**config.mk**
```make
export PLATFORM = sky130hd
export DESIGN_NAME = axis_packetizer_flat
export DESIGN_NICKNAME = d
export VERILOG_FILES = /design/src/rtl/axis_packetizer_if.sv /design/src/rtl/axis_packetizer.sv /design/src/flat_wrapper.sv
export SDC_FILE = /design/constraint.sdc
export NUM_CORES = 1
export LEC_CHECK = 0
export ABC_AREA = 1
export BUFFER_PORTS_ARGS = -buffer_cell sky130_fd_sc_hd__buf_2
export CORE_MARGIN = 1
export CORE_UTILIZATION = 42
export DETAILED_ROUTE_END_ITERATION = 7
export HOLD_SLACK_MARGIN = 0.15
export PLACE_DENSITY = 0.81
export SLEW_MARGIN = 5
export SYNTH_ARGS = -nofsm -noshare
export SYNTH_HDL_FRONTEND = slang
export SYNTH_SLANG_ARGS = --single-unit
```
**constraint.sdc**
```tcl
create_clock -name clk_i -period 1.82 [get_ports clk_i]
set_clock_uncertainty 0.1 [all_clocks]
set_input_delay 0.182 -clock clk_i [delete_from_list [all_inputs] [get_ports clk_i]]
set_output_delay 0.182 -clock clk_i [all_outputs]
set_load 0.1 [all_outputs]
```
**src/rtl/axis_packetizer_if.sv**
```systemverilog
`default_nettype none
// +--------------------------------------------------------------------------+
// | axis_packetizer_if : request, payload-in and flit-out bundle of the NI   |
// | Rev 1.0                                                                  |
// +--------------------------------------------------------------------------+
interface axis_packetizer_if #(
   parameter int DATA_WIDTH = 32,
   parameter int XW         = 2,
   parameter int YW         = 2,
   parameter int LW         = 4
);
   logic                  req_valid_i;
   logic                  req_ready_o;
   logic [XW-1:0]         req_x_i;
   logic [YW-1:0]         req_y_i;
   logic [LW-1:0]         req_len_i;
   logic                  s_tvalid_i;
   logic                  s_tready_o;
   logic [DATA_WIDTH-1:0] s_tdata_i;
   logic                  m_tvalid_o;
   logic                  m_tready_i;
   logic [DATA_WIDTH-1:0] m_tdata_o;
   logic                  m_tlast_o;

   // The packetizer side drives the flit stream toward the router.
   modport master (
      input  req_valid_i, req_x_i, req_y_i, req_len_i,
      input  s_tvalid_i, s_tdata_i, m_tready_i,
      output req_ready_o, s_tready_o, m_tvalid_o, m_tdata_o, m_tlast_o
   );

   modport slave (
      output req_valid_i, req_x_i, req_y_i, req_len_i,
      output s_tvalid_i, s_tdata_i, m_tready_i,
      input  req_ready_o, s_tready_o, m_tvalid_o, m_tdata_o, m_tlast_o
   );
endinterface
`default_nettype wire

```
**src/rtl/axis_packetizer.sv**
```systemverilog
`default_nettype none
// +--------------------------------------------------------------------------+
// | axis_packetizer : builds header + len payload flits for a NoC local port |
// | Rev 1.0                                                                  |
// +--------------------------------------------------------------------------+
module axis_packetizer #(
   parameter int AXIS_DATA_WIDTH = 32,
   parameter int MAX_ROUTERS_X   = 4,
   parameter int MAX_ROUTERS_Y   = 4,
   parameter int ROUTER_X        = 0,
   parameter int ROUTER_Y        = 0,
   parameter int MAX_PAYLOAD     = 8
) (
   input  logic               clk_i,
   input  logic               rst_i,
   axis_packetizer_if.master  bus,
   output logic               busy_o,
   output logic               err_o
);
   localparam int XW = $clog2(MAX_ROUTERS_X);
   localparam int YW = $clog2(MAX_ROUTERS_Y);
   localparam int LW = $clog2(MAX_PAYLOAD + 1);
   localparam int HW = 2 * (XW + YW) + LW;

   localparam logic [XW:0]   C_MAX_X   = MAX_ROUTERS_X[XW:0];
   localparam logic [YW:0]   C_MAX_Y   = MAX_ROUTERS_Y[YW:0];
   localparam logic [LW-1:0] C_MAX_LEN = MAX_PAYLOAD[LW-1:0];
   localparam logic [LW-1:0] C_ONE     = LW'(1);
   localparam logic [XW-1:0] C_SRC_X   = ROUTER_X[XW-1:0];
   localparam logic [YW-1:0] C_SRC_Y   = ROUTER_Y[YW-1:0];

   generate
      if (AXIS_DATA_WIDTH < HW || MAX_ROUTERS_X < 2 || MAX_ROUTERS_Y < 2) begin : g_param_check
         $error("axis_packetizer: illegal parameterisation (mesh < 2 or header wider than flit)");
      end
   endgenerate

   typedef enum logic [1:0] {
      S_IDLE    = 2'd0,
      S_HEADER  = 2'd1,
      S_PAYLOAD = 2'd2
   } state_t;

   state_t                     state_q, state_d;
   logic [LW-1:0]              cnt_q, cnt_d;
   logic [LW-1:0]              len_q, len_d;
   logic [XW-1:0]              x_q, x_d;
   logic [YW-1:0]              y_q, y_d;
   logic                       err_q, err_d;
   logic                       req_ok;
   logic [AXIS_DATA_WIDTH-1:0] header;

   always_comb begin
      req_ok = (bus.req_len_i != '0) && (bus.req_len_i <= C_MAX_LEN) &&
               ({1'b0, bus.req_x_i} < C_MAX_X) && ({1'b0, bus.req_y_i} < C_MAX_Y);
   end

   always_comb begin
      header         = '0;
      header[HW-1:0] = {len_q, C_SRC_Y, C_SRC_X, y_q, x_q};
   end

   always_comb begin
      state_d         = state_q;
      cnt_d           = cnt_q;
      len_d           = len_q;
      x_d             = x_q;
      y_d             = y_q;
      err_d           = err_q;
      bus.req_ready_o = 1'b0;
      bus.s_tready_o  = 1'b0;
      bus.m_tvalid_o  = 1'b0;
      bus.m_tdata_o   = '0;
      bus.m_tlast_o   = 1'b0;

      case (state_q)
         S_IDLE: begin
            bus.req_ready_o = ~rst_i;
            if (bus.req_valid_i && !rst_i) begin
               x_d   = bus.req_x_i;
               y_d   = bus.req_y_i;
               len_d = bus.req_len_i;
               if (req_ok) begin
                  cnt_d   = bus.req_len_i;
                  state_d = S_HEADER;
               end else begin
                  err_d = 1'b1;
               end
            end
         end
         S_HEADER: begin
            bus.m_tvalid_o = 1'b1;
            bus.m_tdata_o  = header;
            if (bus.m_tready_i) begin
               state_d = S_PAYLOAD;
            end
         end
         S_PAYLOAD: begin
            // Pure pass-through: the upstream source owns data stability here.
            bus.m_tvalid_o = bus.s_tvalid_i;
            bus.s_tready_o = bus.m_tready_i;
            bus.m_tdata_o  = bus.s_tdata_i;
            bus.m_tlast_o  = (cnt_q == C_ONE);
            if (bus.s_tvalid_i && bus.m_tready_i) begin
               cnt_d = cnt_q - C_ONE;
               if (cnt_q == C_ONE) begin
                  state_d = S_IDLE;
               end
            end
         end
         default: state_d = S_IDLE;
      endcase
   end

   always_ff @(posedge clk_i) begin
      if (rst_i) begin
         state_q <= S_IDLE;
         cnt_q   <= '0;
         len_q   <= '0;
         x_q     <= '0;
         y_q     <= '0;
         err_q   <= 1'b0;
      end else begin
         state_q <= state_d;
         cnt_q   <= cnt_d;
         len_q   <= len_d;
         x_q     <= x_d;
         y_q     <= y_d;
         err_q   <= err_d;
      end
   end

   assign busy_o = (state_q != S_IDLE);
   assign err_o  = err_q;

endmodule
`default_nettype wire

```
**src/flat_wrapper.sv**
```systemverilog
// flat-port wrapper written by rule: the top's interface ports become plain ports
module axis_packetizer_flat 
#(
   parameter int AXIS_DATA_WIDTH = 32,
   parameter int MAX_ROUTERS_X   = 4,
   parameter int MAX_ROUTERS_Y   = 4,
   parameter int ROUTER_X        = 0,
   parameter int ROUTER_Y        = 0,
   parameter int MAX_PAYLOAD     = 8
)
  (clk_i, rst_i, busy_o, err_o, bus_req_valid_i, bus_req_x_i, bus_req_y_i, bus_req_len_i, bus_s_tvalid_i, bus_s_tdata_i, bus_m_tready_i, bus_req_ready_o, bus_s_tready_o, bus_m_tvalid_o, bus_m_tdata_o, bus_m_tlast_o);
  axis_packetizer_if #(.DATA_WIDTH((32)), .XW(($clog2((3)))), .YW(($clog2((4)))), .LW(($clog2((8) + 1)))) bus_i ();
  input  logic clk_i;
  input  logic rst_i;
  output logic busy_o;
  output logic err_o;
  input wire logic [$bits(bus_i.req_valid_i)-1:0] bus_req_valid_i;
  input wire logic [$bits(bus_i.req_x_i)-1:0] bus_req_x_i;
  input wire logic [$bits(bus_i.req_y_i)-1:0] bus_req_y_i;
  input wire logic [$bits(bus_i.req_len_i)-1:0] bus_req_len_i;
  input wire logic [$bits(bus_i.s_tvalid_i)-1:0] bus_s_tvalid_i;
  input wire logic [$bits(bus_i.s_tdata_i)-1:0] bus_s_tdata_i;
  input wire logic [$bits(bus_i.m_tready_i)-1:0] bus_m_tready_i;
  output wire logic [$bits(bus_i.req_ready_o)-1:0] bus_req_ready_o;
  output wire logic [$bits(bus_i.s_tready_o)-1:0] bus_s_tready_o;
  output wire logic [$bits(bus_i.m_tvalid_o)-1:0] bus_m_tvalid_o;
  output wire logic [$bits(bus_i.m_tdata_o)-1:0] bus_m_tdata_o;
  output wire logic [$bits(bus_i.m_tlast_o)-1:0] bus_m_tlast_o;
  assign bus_i.req_valid_i = bus_req_valid_i;
  assign bus_i.req_x_i = bus_req_x_i;
  assign bus_i.req_y_i = bus_req_y_i;
  assign bus_i.req_len_i = bus_req_len_i;
  assign bus_i.s_tvalid_i = bus_s_tvalid_i;
  assign bus_i.s_tdata_i = bus_s_tdata_i;
  assign bus_i.m_tready_i = bus_m_tready_i;
  assign bus_req_ready_o = bus_i.req_ready_o;
  assign bus_s_tready_o = bus_i.s_tready_o;
  assign bus_m_tvalid_o = bus_i.m_tvalid_o;
  assign bus_m_tdata_o = bus_i.m_tdata_o;
  assign bus_m_tlast_o = bus_i.m_tlast_o;
  axis_packetizer #(.AXIS_DATA_WIDTH(AXIS_DATA_WIDTH), .MAX_ROUTERS_X(MAX_ROUTERS_X), .MAX_ROUTERS_Y(MAX_ROUTERS_Y), .ROUTER_X(ROUTER_X), .ROUTER_Y(ROUTER_Y), .MAX_PAYLOAD(MAX_PAYLOAD)) u_core (.clk_i(clk_i), .rst_i(rst_i), .bus(bus_i), .busy_o(busy_o), .err_o(err_o));
endmodule
```
==> impl_metrics.json, run 1 <==
{
  "synth_nets": 252,
  "status": "stopped before the end",
  "stop_stage": "4_1_cts",
  "gp_congestion": 0.767,
  "ioPinCount": 83,
  "fp.dieH_um": 56.7,
  "dp_slack_ns": 0.0593,
  "cts_root_buffer": "clkbuf_4",
  "synth.distinct_cells": 24,
  "numCtsBuffers": 3,
  "hpwl_um": 3870,
  "synth_top_area_share_pct": 23.9,
  "ys_ff_latch": 15,
  "post_cts_buffers": 0,
  "port_buffers": 82,
  "synthCells": 200,
  "synth.avg_cell_area_um2": 6.28,
  "clock_sink_count": 15,
  "stop_error": "[ERROR DPL-0033] detailed placement checks failed during check placement.",
  "core.rowCount": 19,
  "ys_async_sr_fraction_pct": 0,
  "htreeDepth": 1,
  "yosys_most_used_dff": "dfxtp_1",
  "yosys.area.top_type": "dfxtp_1",
  "syn-cell-area_um2": 1260,
  "cts_buffer_depth": 2,
  "initial_utilization_pct": 44.8,
  "synth_most_common_cell": "inv_1",
  "seq_area_frac_synth_pct": 23.9,
  "die_w_um": 56.7,
  "ys_warn_count": 0,
  "synth_area_leaders": "dfxtp_1, inv_1, nor2_1",
  "hold_buffers": 8,
  "synth_edf_count": 0,
  "ctsResizeCount": 15,
  "ys_top_cells_by_count": "inv_1, nor2_1, nand2_1"
}
through the flow:
step                cell area (um2)  cells  utilization [%]
floorplan                      1540    200                -
global placement               2550    311             91.0
detailed placement             2550    311             91.0
cell families after synthesis:
group | share of synthesized area (%)
buffers and inverters | 19.6
and+or+nand+nor | 36.1
adders and majority gates | 6.97
DFF | 23.9
AOI/OAI and AO/OA | 13.4
==> run 2, diff against run 1 <==
--- a/config.mk
+++ b/config.mk
@@ -7,11 +7,10 @@
 export LEC_CHECK = 0
 export ABC_AREA = 1
 export BUFFER_PORTS_ARGS = -buffer_cell sky130_fd_sc_hd__buf_2
-export CORE_MARGIN = 1
-export CORE_UTILIZATION = 42
+export CORE_AREA = 2 2 63 65
 export DETAILED_ROUTE_END_ITERATION = 7
-export HOLD_SLACK_MARGIN = 0.15
-export PLACE_DENSITY = 0.81
+export DIE_AREA = 0 0 65 67
+export PLACE_DENSITY_LB_ADDON = 0.15
 export SLEW_MARGIN = 5
 export SYNTH_ARGS = -nofsm -noshare
 export SYNTH_HDL_FRONTEND = slang
==> run 2 against run 1 <==
  * The flow now finishes, with violations (setup timing)
  * Synthesized cell count stayed put
  * Synthesized area stayed put
==> impl_metrics.json, run 2 <==
{
  "synth_compound_area_share_pct": 13.4,
  "worst_path_largest_cell_delay_ns": 0.35,
  "p_total_uw": 3030,
  "muxShareOfSynthArea_pct": 0,
  "ioPinCount": 83,
  "clock_sink_count": 15,
  "cts_buffer_depth": 2,
  "synth_top_family_by_area": "simple AND/OR/NAND/NOR gates",
  "final_cell_area_um2": 2720,
  "syn-cell-area_um2": 1260,
  "port_buffers": 82,
  "cp_slowest_cell": "dfxtp_2",
  "grt_pass1_wl_um": 6680,
  "power_density_nw_per_um2": 1110,
  "worstMarginPinSlew_ns": 0.482,
  "ys_warn_count": 0,
  "cts.reportedPaths.clkPinSlew_ns": 0.06,
  "reg.largest.list": "u_core.cnt_q: 4 flops, u_core.len_q: 4 flops",
  "worst-path-buf-inv": 3,
  "yosys_most_used_dff": "dfxtp_1",
  "synth.avg_cell_area_um2": 6.28,
  "synthAdderAreaFrac_pct": 6.97,
  "grt_usage_pct": 20.0,
  "fp.dieH_um": 67,
  "tns_ns": -0.00397,
  "coreArea_um2": 3610,
  "end_kind": "output port",
  "ys_async_sr_fraction_pct": 0,
  "die_w_um": 65,
  "viasPerCell": 4.59,
  "n_antenna_cell": 0,
  "final_util_pct": 75.5,
  "start_kind": "register",
  "cts_tree": "done",
  "synth_nets": 252,
  "synthSimpleGateAreaFrac_pct": 36.1,
  "numCtsBuffers": 3,
  "synth_edf_count": 0,
  "drt-wirelength-per-cell_um": 11.9,
  "period_minus_slack_ns": 1.82,
  "vias": 1551,
  "seq_area_frac_synth_pct": 23.9,
  "fin_nets": 343,
  "slew_headroom_pct": 68.1,
  "cts_root_buffer": "clkbuf_8",
  "mostFrequentLayoutCells": "buf_2, inv_1, buf_12, nand2_1, nor2_4",
  "synth_area_leaders": "dfxtp_1, inv_1, nor2_1",
  "drtAntennaViolNets": 0,
  "hpwl_um": 3300,
  "synth_most_common_cell": "inv_1",
  "area_delta_synth_final_pct": 117,
  "fin_ws_ns": -0.00397,
  "worstPathRequired_ns": 1.54,
  "final.period_utilization_pct": 100,
  "status": "finished, violations left",
  "slew_viol_final": 0,
  "hold_viol": 0,
  "drc": 0,
  "hold_buffers": 0,
  "violations": "setup timing",
  "htreeDepth": 1,
  "grt_pass1_vias": 1616,
  "leakage_uw": 0.00126,
  "hp-class": "input pin to register",
  "core.rowCount": 22,
  "rsz0062_at_grt": "true",
  "path_max_fanout": 6,
  "layout_commonest_cell": "buf_2",
  "firstDrtPassIters": 4,
  "wirelength_um": 4010,
  "synth_top_area_share_pct": 23.9,
  "ys_ff_latch": 15,
  "dieArea_um2": 4360,
  "maxCapViolCount": 0,
  "synth_xor_area_share_pct": 0,
  "grt_max_degree": 17,
  "cpLargestDelayFamily": "buffers and inverters",
  "setup_viol": 1,
  "synthCells": 200,
  "stdcell_count": 338,
  "crit_chain": "inv_2 -> ha_4 -> buf_8 -> nand2_8 -> o21ai_4 -> buf_12",
  "gp_congestion": 0.834,
  "yosys.area.top_type": "dfxtp_1",
  "dp_cells": 331,
  "clock_latency_ns": 0.25,
  "grt_overflow": 0,
  "layout-drive-gt1-share_pct": 53.4,
  "critical_path_class": "register to output port",
  "dpl_cell_area_um2": 2600,
  "peakVddDrop_mv": 0.508,
  "first_iter_violations": 53,
  "antenna_found_initial": 0,
  "fmax_ghz": 0.548,
  "crit_arrival_ns": 1.54,
  "ys_top_cells_by_count": "inv_1, nor2_1, nand2_1",
  "initial_utilization_pct": 34.8,
  "synth.distinct_cells": 24
}
-- run 2: cell counts after synthesis --
Identical to the previous run, type by type.
-- run 2: through the flow --
step	hold slack [ns]	setup slack [ns]
after floorplan	0.189	-0.134
after global placement	0.280	0.153
after detailed placement	0.290	0.0994
after CTS	0.0226	-0.00917
after global routing	0.0462	-0.0578
final	0.0252	-0.00397
-- run 2: routing by layer --
metal  vias to the layer above  share of wire (%)  global-route usage [%]  wire length [um]
li1                        789                  -                       -                 -
met1                       673                 37                    21.5              1500
met2                        80                 49                    34.4              1950
met3                         9                 12                    7.60               473
met4                         0                2.2                    9.57                87
met5                         -                  0                       0                 0
-- run 2: repair_timing --
action / CTS / global route
gates cloned: 2 / 0
resized for setup: 14 / 1
buffers inserted: 1 / 0
pin swaps: 4 / 1
setup endpoints to repair: 30 / 31
-- run 2: worst reg2reg max path, cell delays in order (launching register included) --
cell and delay, ns:
dfxtp_2 0.33, buf_4 0.13, ha_2 0.20, buf_6 0.15, nand2_1 0.10, o21ai_0 0.11
a21oi_2 0.20, nand3_1 0.10, nand2_1 0.07, nor2_1 0.04
-- run 2: worst paths after layout --
kind,slack [ns],from,cells after the start,to
worst min-delay path,0.03,bus_req_x_i[0],3,u_core.x_q[0]
worst min register to register,0.36,u_core.err_o,1,u_core.err_o
worst max register to register,0.18,u_core.state_q[1],9,u_core.state_q[1]
worst max-delay path,-0.004,u_core.state_q[1],6,bus_m_tdata_o[11]
-- run 2: layout make-up --
cell class,count,area (um2)
Clock buffer,4,45.0
Tap cell,48,60.1
Multi-Input combinational cell,130,1040
Sequential cell,15,303
Fill cell,265,883
Timing Repair Buffer,92,1080
Inverter,49,189
-- run 2: cells by family after synthesis --
kind of cell / after synthesis
and+or+nand+nor: 96
AOI/OAI and AO/OA: 26
buffers and inverters: 56
DFF: 15
adders and majority gates: 7
-- run 2: power by group --
group	internal (uW)	total [uW]	switching, uW
Sequential	412	446	33.9
Clock	156	280	124
Combinational	821	2310	1480
Total	1390	3030	1640
(Power assumes the default switching activity.)
==> run 3, diff against run 2 <==
==> constraint.sdc (replaced) <==
create_clock -name clk_i -period 1.82 [get_ports clk_i]
set_clock_uncertainty 0.1 [all_clocks]
set_input_delay 0.182 -clock clk_i [delete_from_list [all_inputs] [get_ports clk_i]]
set_output_delay 0.182 -clock clk_i [all_outputs]
set_load 0.01 [all_outputs]
==> run 3 against run 2 <==
  * The run now ends clean
  * Combinational power shrank 57%
  * Sequential cell count did not move
  * Wire length is 10% lower
  * Register-to-register slack better by 0.16 ns
  * Critical endpoint is now bus_m_tdata_o[5]
  * Largest cell class is now multi-input combinational cells
  * Highest routed layer unchanged
==> impl_metrics.json, run 3 (same netlist as run 2, synthesis figures left out) <==
{
  "r2r_start": "u_core.state_q[0]",
  "critical_path_class": "register to output port",
  "fillerInstances": 413,
  "cts_buffer_depth": 2,
  "gp_congestion": 0.785,
  "numCtsBuffers": 3,
  "power_density_nw_per_um2": 967,
  "clock_sink_count": 15,
  "final_cell_area_um2": 1790,
  "cpLargestDelayFamily": "buffers and inverters",
  "cts_root_buffer": "clkbuf_8",
  "fin_nets": 335,
  "initial_utilization_pct": 34.8,
  "cp_slowest_cell": "dfxtp_2",
  "viasPerCell": 4.20,
  "core.rowCount": 22,
  "worst_path_largest_cell_delay_ns": 0.36,
  "min-delay-start": "bus_req_x_i[0]",
  "drt-wirelength-per-cell_um": 10.9,
  "first_iter_violations": 56,
  "grt_max_degree": 25,
  "worst-path-buf-inv": 3,
  "cts.reportedPaths.clkPinSlew_ns": 0.06,
  "dpl_cell_area_um2": 1700,
  "seqPwrFrac_pct": 26.2,
  "coreArea_um2": 3610,
  "leakage_uw": 0.00107,
  "status": "finished clean",
  "crit_start": "u_core.state_q[1]",
  "die_w_um": 65,
  "setup_viol": 0,
  "path_max_fanout": 24,
  "grt_pass1_wl_um": 5780,
  "reg.largest.list": "u_core.cnt_q: 4 flops, u_core.len_q: 4 flops",
  "grt_usage_pct": 16.9,
  "p_sw_uw": 757,
  "p_int_uw": 977,
  "worstMarginPinSlew_ns": 0.272,
  "ioPinCount": 83,
  "crit_arrival_ns": 1.43,
  "seq_area_um2": 305,
  "hold_viol": 0,
  "holdWs_ns": 0.0318,
  "drc": 0,
  "firstDrtPassIters": 5,
  "layout_commonest_cell": "buf_2",
  "peakVddDrop_mv": 0.472,
  "period_minus_slack_ns": 1.72,
  "hpwl_um": 2780,
  "slew_headroom_pct": 81.8,
  "drtAntennaViolNets": 0,
  "crit_chain": "inv_2 -> ha_4 -> nand2_2 -> buf_12 -> nor2_1 -> buf_2",
  "worstPathRequired_ns": 1.54,
  "layout-drive-gt1-share_pct": 39.7,
  "start_kind": "register",
  "pwr-share-clk_pct": 16.1,
  "hold_buffers": 0,
  "grt_pass1_vias": 1287,
  "cts_tree": "done",
  "multi_input_area_um2": 742,
  "htreeDepth": 1,
  "fp.dieH_um": 67,
  "end_kind": "output port",
  "dieArea_um2": 4360,
  "final.period_utilization_pct": 94.3,
  "wirelength_um": 3590,
  "vias": 1387,
  "antenna_found_initial": 0,
  "hp-class": "input pin to register",
  "slew_viol_final": 0,
  "p_sw_share_pct": 43.6,
  "n_antenna_cell": 0,
  "area_delta_synth_final_pct": 42.8,
  "tns_ns": 0,
  "comb_power_share_pct": 57.7,
  "rsz0062_at_grt": "true",
  "port_buffers": 82,
  "fmax_ghz": 0.583,
  "grt_overflow": 0,
  "mostFrequentLayoutCells": "buf_2, inv_1, nor2_1, nand2_1, nand3_1",
  "clock_latency_ns": 0.25,
  "maxCapViolCount": 0
}
## run 3: layer usage
layer	global-route usage [%]	vias to the layer above	wire length, um	part of all wire (%)
met3	3.55	4	117	3.3
met4	3.99	0	27	0.75
met1	21.6	586	1680	47
li1	-	772	-	-
met5	0	-	0	0
met2	28.7	25	1770	49
## run 3: area by class of cell
class / count / share of cell area [%]
multi-input combinational: 129 / 41.4
timing repair buffer: 85 / 25.2
sequential: 15 / 17.0
inverter: 49 / 10.5
tap: 48 / 3.35
clock buffer: 4 / 2.51
## run 3: stage by stage
stage / utilization [%] / total power, uW / setup slack, ns / instances
3_3_place_gp: 47.3 / 1370 / 0.214 / 326
2_1_floorplan: - / 1110 / 0.212 / 200
6_report: 49.8 / 1730 / 0.104 / 330
5_1_grt: 49.8 / 1900 / -0.00656 / 330
3_5_place_dp: 47.3 / 1370 / 0.178 / 326
4_1_cts: 49.3 / 1710 / 0.000943 / 330
## run 3: power by group through the flow
stage	logic, uW	registers [uW]	clock network (uW)
CTS	973	448	288
detailed placement	918	450	0
finish	1000	454	279
global route	1130	462	307
floorplan	663	444	0
global placement	922	448	0
## run 3: worst register-to-register path, delay by kind of cell (launching register included)
kind / cells / cell delay, ns
buffers and inverters: 1 / 0.07
adder cells (fa/ha/maj): 1 / 0.20
flip-flops: 1 / 0.37
AND/OR/NAND/NOR: 4 / 0.32
AO/OA/AOI/OAI: 2 / 0.32
## run 3: path summary, 6_finish.rpt
path,to,slack [ns],cells past startpoint
worst min register to register,u_core.err_o,0.36,1
worst max register to register,u_core.state_q[0],0.34,8
worst max-delay path,bus_m_tdata_o[5],0.10,6
worst min-delay path,u_core.x_q[0],0.03,3
## run 3: timing repair
item / 4_1_cts / 5_1_grt
setup buffers: 0 / 0
endpoints found under the setup margin: 33 / 33
resized for setup: 6 / 11
cloned: 0 / 0
pin swaps: 0 / 0
==> run 4, diff against run 3 <==
--- a/config.mk
+++ b/config.mk
@@ -11,6 +11,7 @@
 export DETAILED_ROUTE_END_ITERATION = 7
 export DIE_AREA = 0 0 65 67
 export PLACE_DENSITY_LB_ADDON = 0.15
+export REMOVE_ABC_BUFFERS = 1
 export SLEW_MARGIN = 5
 export SYNTH_ARGS = -nofsm -noshare
 export SYNTH_HDL_FRONTEND = slang
==> run 4 against run 3 <==
  * Critical path depth is the same
  * Setup slack lost 0.010 ns
  * Critical path type unchanged
  * Sequential cell count unchanged
  * Via count up 0.87%
  * Fmax shrank 0.59%
  * Wire length decreased by 5.8%
  * Core utilization up 1.1 points
==> impl_metrics.json, run 4 (same netlist as run 2, synthesis figures left out) <==
{
  "hold_buffers": 0,
  "fp.dieH_um": 67,
  "viasPerCell": 4.20,
  "fin_nets": 338,
  "m1WireLength_um": 1560,
  "die_w_um": 65,
  "peakVddDrop_mv": 0.620,
  "start_kind": "register",
  "dp_cells": 328,
  "worstMarginPinSlew_ns": 0.277,
  "dr_wl_met2_um": 1590,
  "mostFrequentLayoutCells": "buf_2, inv_1, nor2_1, nand2_1, nand3_1",
  "grt_pass1_vias": 1165,
  "final.period_utilization_pct": 94.9,
  "ioPinCount": 83,
  "firstDrtPassIters": 4,
  "drc": 0,
  "cts_buffer_depth": 2,
  "grt_overflow": 0,
  "cts.reportedPaths.clkPinSlew_ns": 0.06,
  "final_cell_area_um2": 1840,
  "power_density_nw_per_um2": 962,
  "tns_ns": 0,
  "slew_viol_final": 0,
  "critical_path_class": "register to output port",
  "hold_viol": 0,
  "dpl_cell_area_um2": 1720,
  "vias": 1399,
  "hp-class": "input pin to register",
  "area_delta_synth_final_pct": 46.1,
  "htreeDepth": 1,
  "slew_headroom_pct": 81.6,
  "gp_congestion": 0.777,
  "numCtsBuffers": 3,
  "crit_start": "u_core.state_q[1]",
  "wirelength_um": 3390,
  "setup_viol": 0,
  "leakage_uw": 0.00111,
  "clock_sink_count": 15,
  "path_max_fanout": 12,
  "grt_usage_pct": 16.2,
  "cts_tree": "done",
  "reg.largest.list": "u_core.cnt_q: 4 flops, u_core.len_q: 4 flops",
  "status": "finished clean",
  "drtAntennaViolNets": 0,
  "holdWs_ns": 0.0332,
  "min-delay-start": "bus_req_y_i[0]",
  "top_layer": "met4",
  "period_minus_slack_ns": 1.73,
  "first_iter_violations": 49,
  "p_total_uw": 1770,
  "grt_max_degree": 25,
  "layout_commonest_cell": "buf_2",
  "wl_met3_um": 210,
  "cts_root_buffer": "clkbuf_8",
  "r2r_start": "u_core.state_q[0]",
  "drt-wirelength-per-cell_um": 10.2,
  "n_antenna_cell": 0,
  "crit_arrival_ns": 1.44,
  "port_buffers": 82,
  "initial_utilization_pct": 34.8,
  "coreArea_um2": 3610,
  "grt_pass1_wl_um": 5490,
  "clock_latency_ns": 0.24,
  "stdcell_count": 333,
  "hpwl_um": 2650,
  "fmax_ghz": 0.579,
  "core.rowCount": 22,
  "maxCapViolCount": 0,
  "layout-drive-gt1-share_pct": 40.0,
  "worstPathRequired_ns": 1.54,
  "rsz0062_at_grt": "true",
  "dieArea_um2": 4360,
  "end_kind": "output port",
  "antenna_found_initial": 0
}
## run 4: cell types whose count changed in the layout (fill, tap and decap cells not counted), sizes merged
cell / delta
clkbuf: +1
buf: +2
## run 4: power breakdown
group / internal (uW) / switching, uW / total, uW
Sequential: 416 / 38.5 / 454
Combinational: 443 / 594 / 1040
Clock: 155 / 120 / 275
Total: 1010 / 753 / 1770
## run 4: path summary, 6_finish.rpt
| kind | to | slack, ns | cells past startpoint |
|---|---|---|---|
| max | bus_m_tdata_o[29] | 0.09 | 6 |
| min reg2reg | u_core.err_o | 0.36 | 1 |
| max reg2reg | u_core.state_q[0] | 0.41 | 8 |
| min | u_core.y_q[0] | 0.03 | 3 |
## run 4: area by class of cell
| cell class | count | area, um2 |
|---|---|---|
| multi-input cells | 129 | 744 |
| inverters | 49 | 189 |
| fillers | 371 | 1770 |
| repair buffers | 88 | 489 |
| clock buffers | 4 | 45.0 |
| well taps | 48 | 60.1 |
| flip-flops and latches | 15 | 308 |
## run 4: routing by layer
metal / vias up / GRT usage [%]
met5: - / 0
met4: 0 / 3.99
met3: 2 / 3.72
met2: 35 / 27.2
met1: 585 / 21.0
li1: 777 / -
## run 4: critical path: stages (launching register included)
cell and delay [ns]:
dfxtp_4 0.37, inv_2 0.07, ha_4 0.31, nand2_4 0.08, clkbuf_16 0.17, nor2_1 0.07
buf_2 0.14
## run 4: repair_timing
action,CTS,global route
cloned,0,1
resized for setup,7,10
buffers inserted,0,0
pin swaps,0,2
endpoints found under the setup margin,34,31
## run 4: per-stage QoR
step                      util (%)  setup slack, ns
after floorplan                  -          -0.0424
after global placement        47.7            0.187
after detailed placement      47.7            0.108
after CTS                     49.8           0.0162
after global routing          50.9         -0.00528
final                         50.9           0.0934
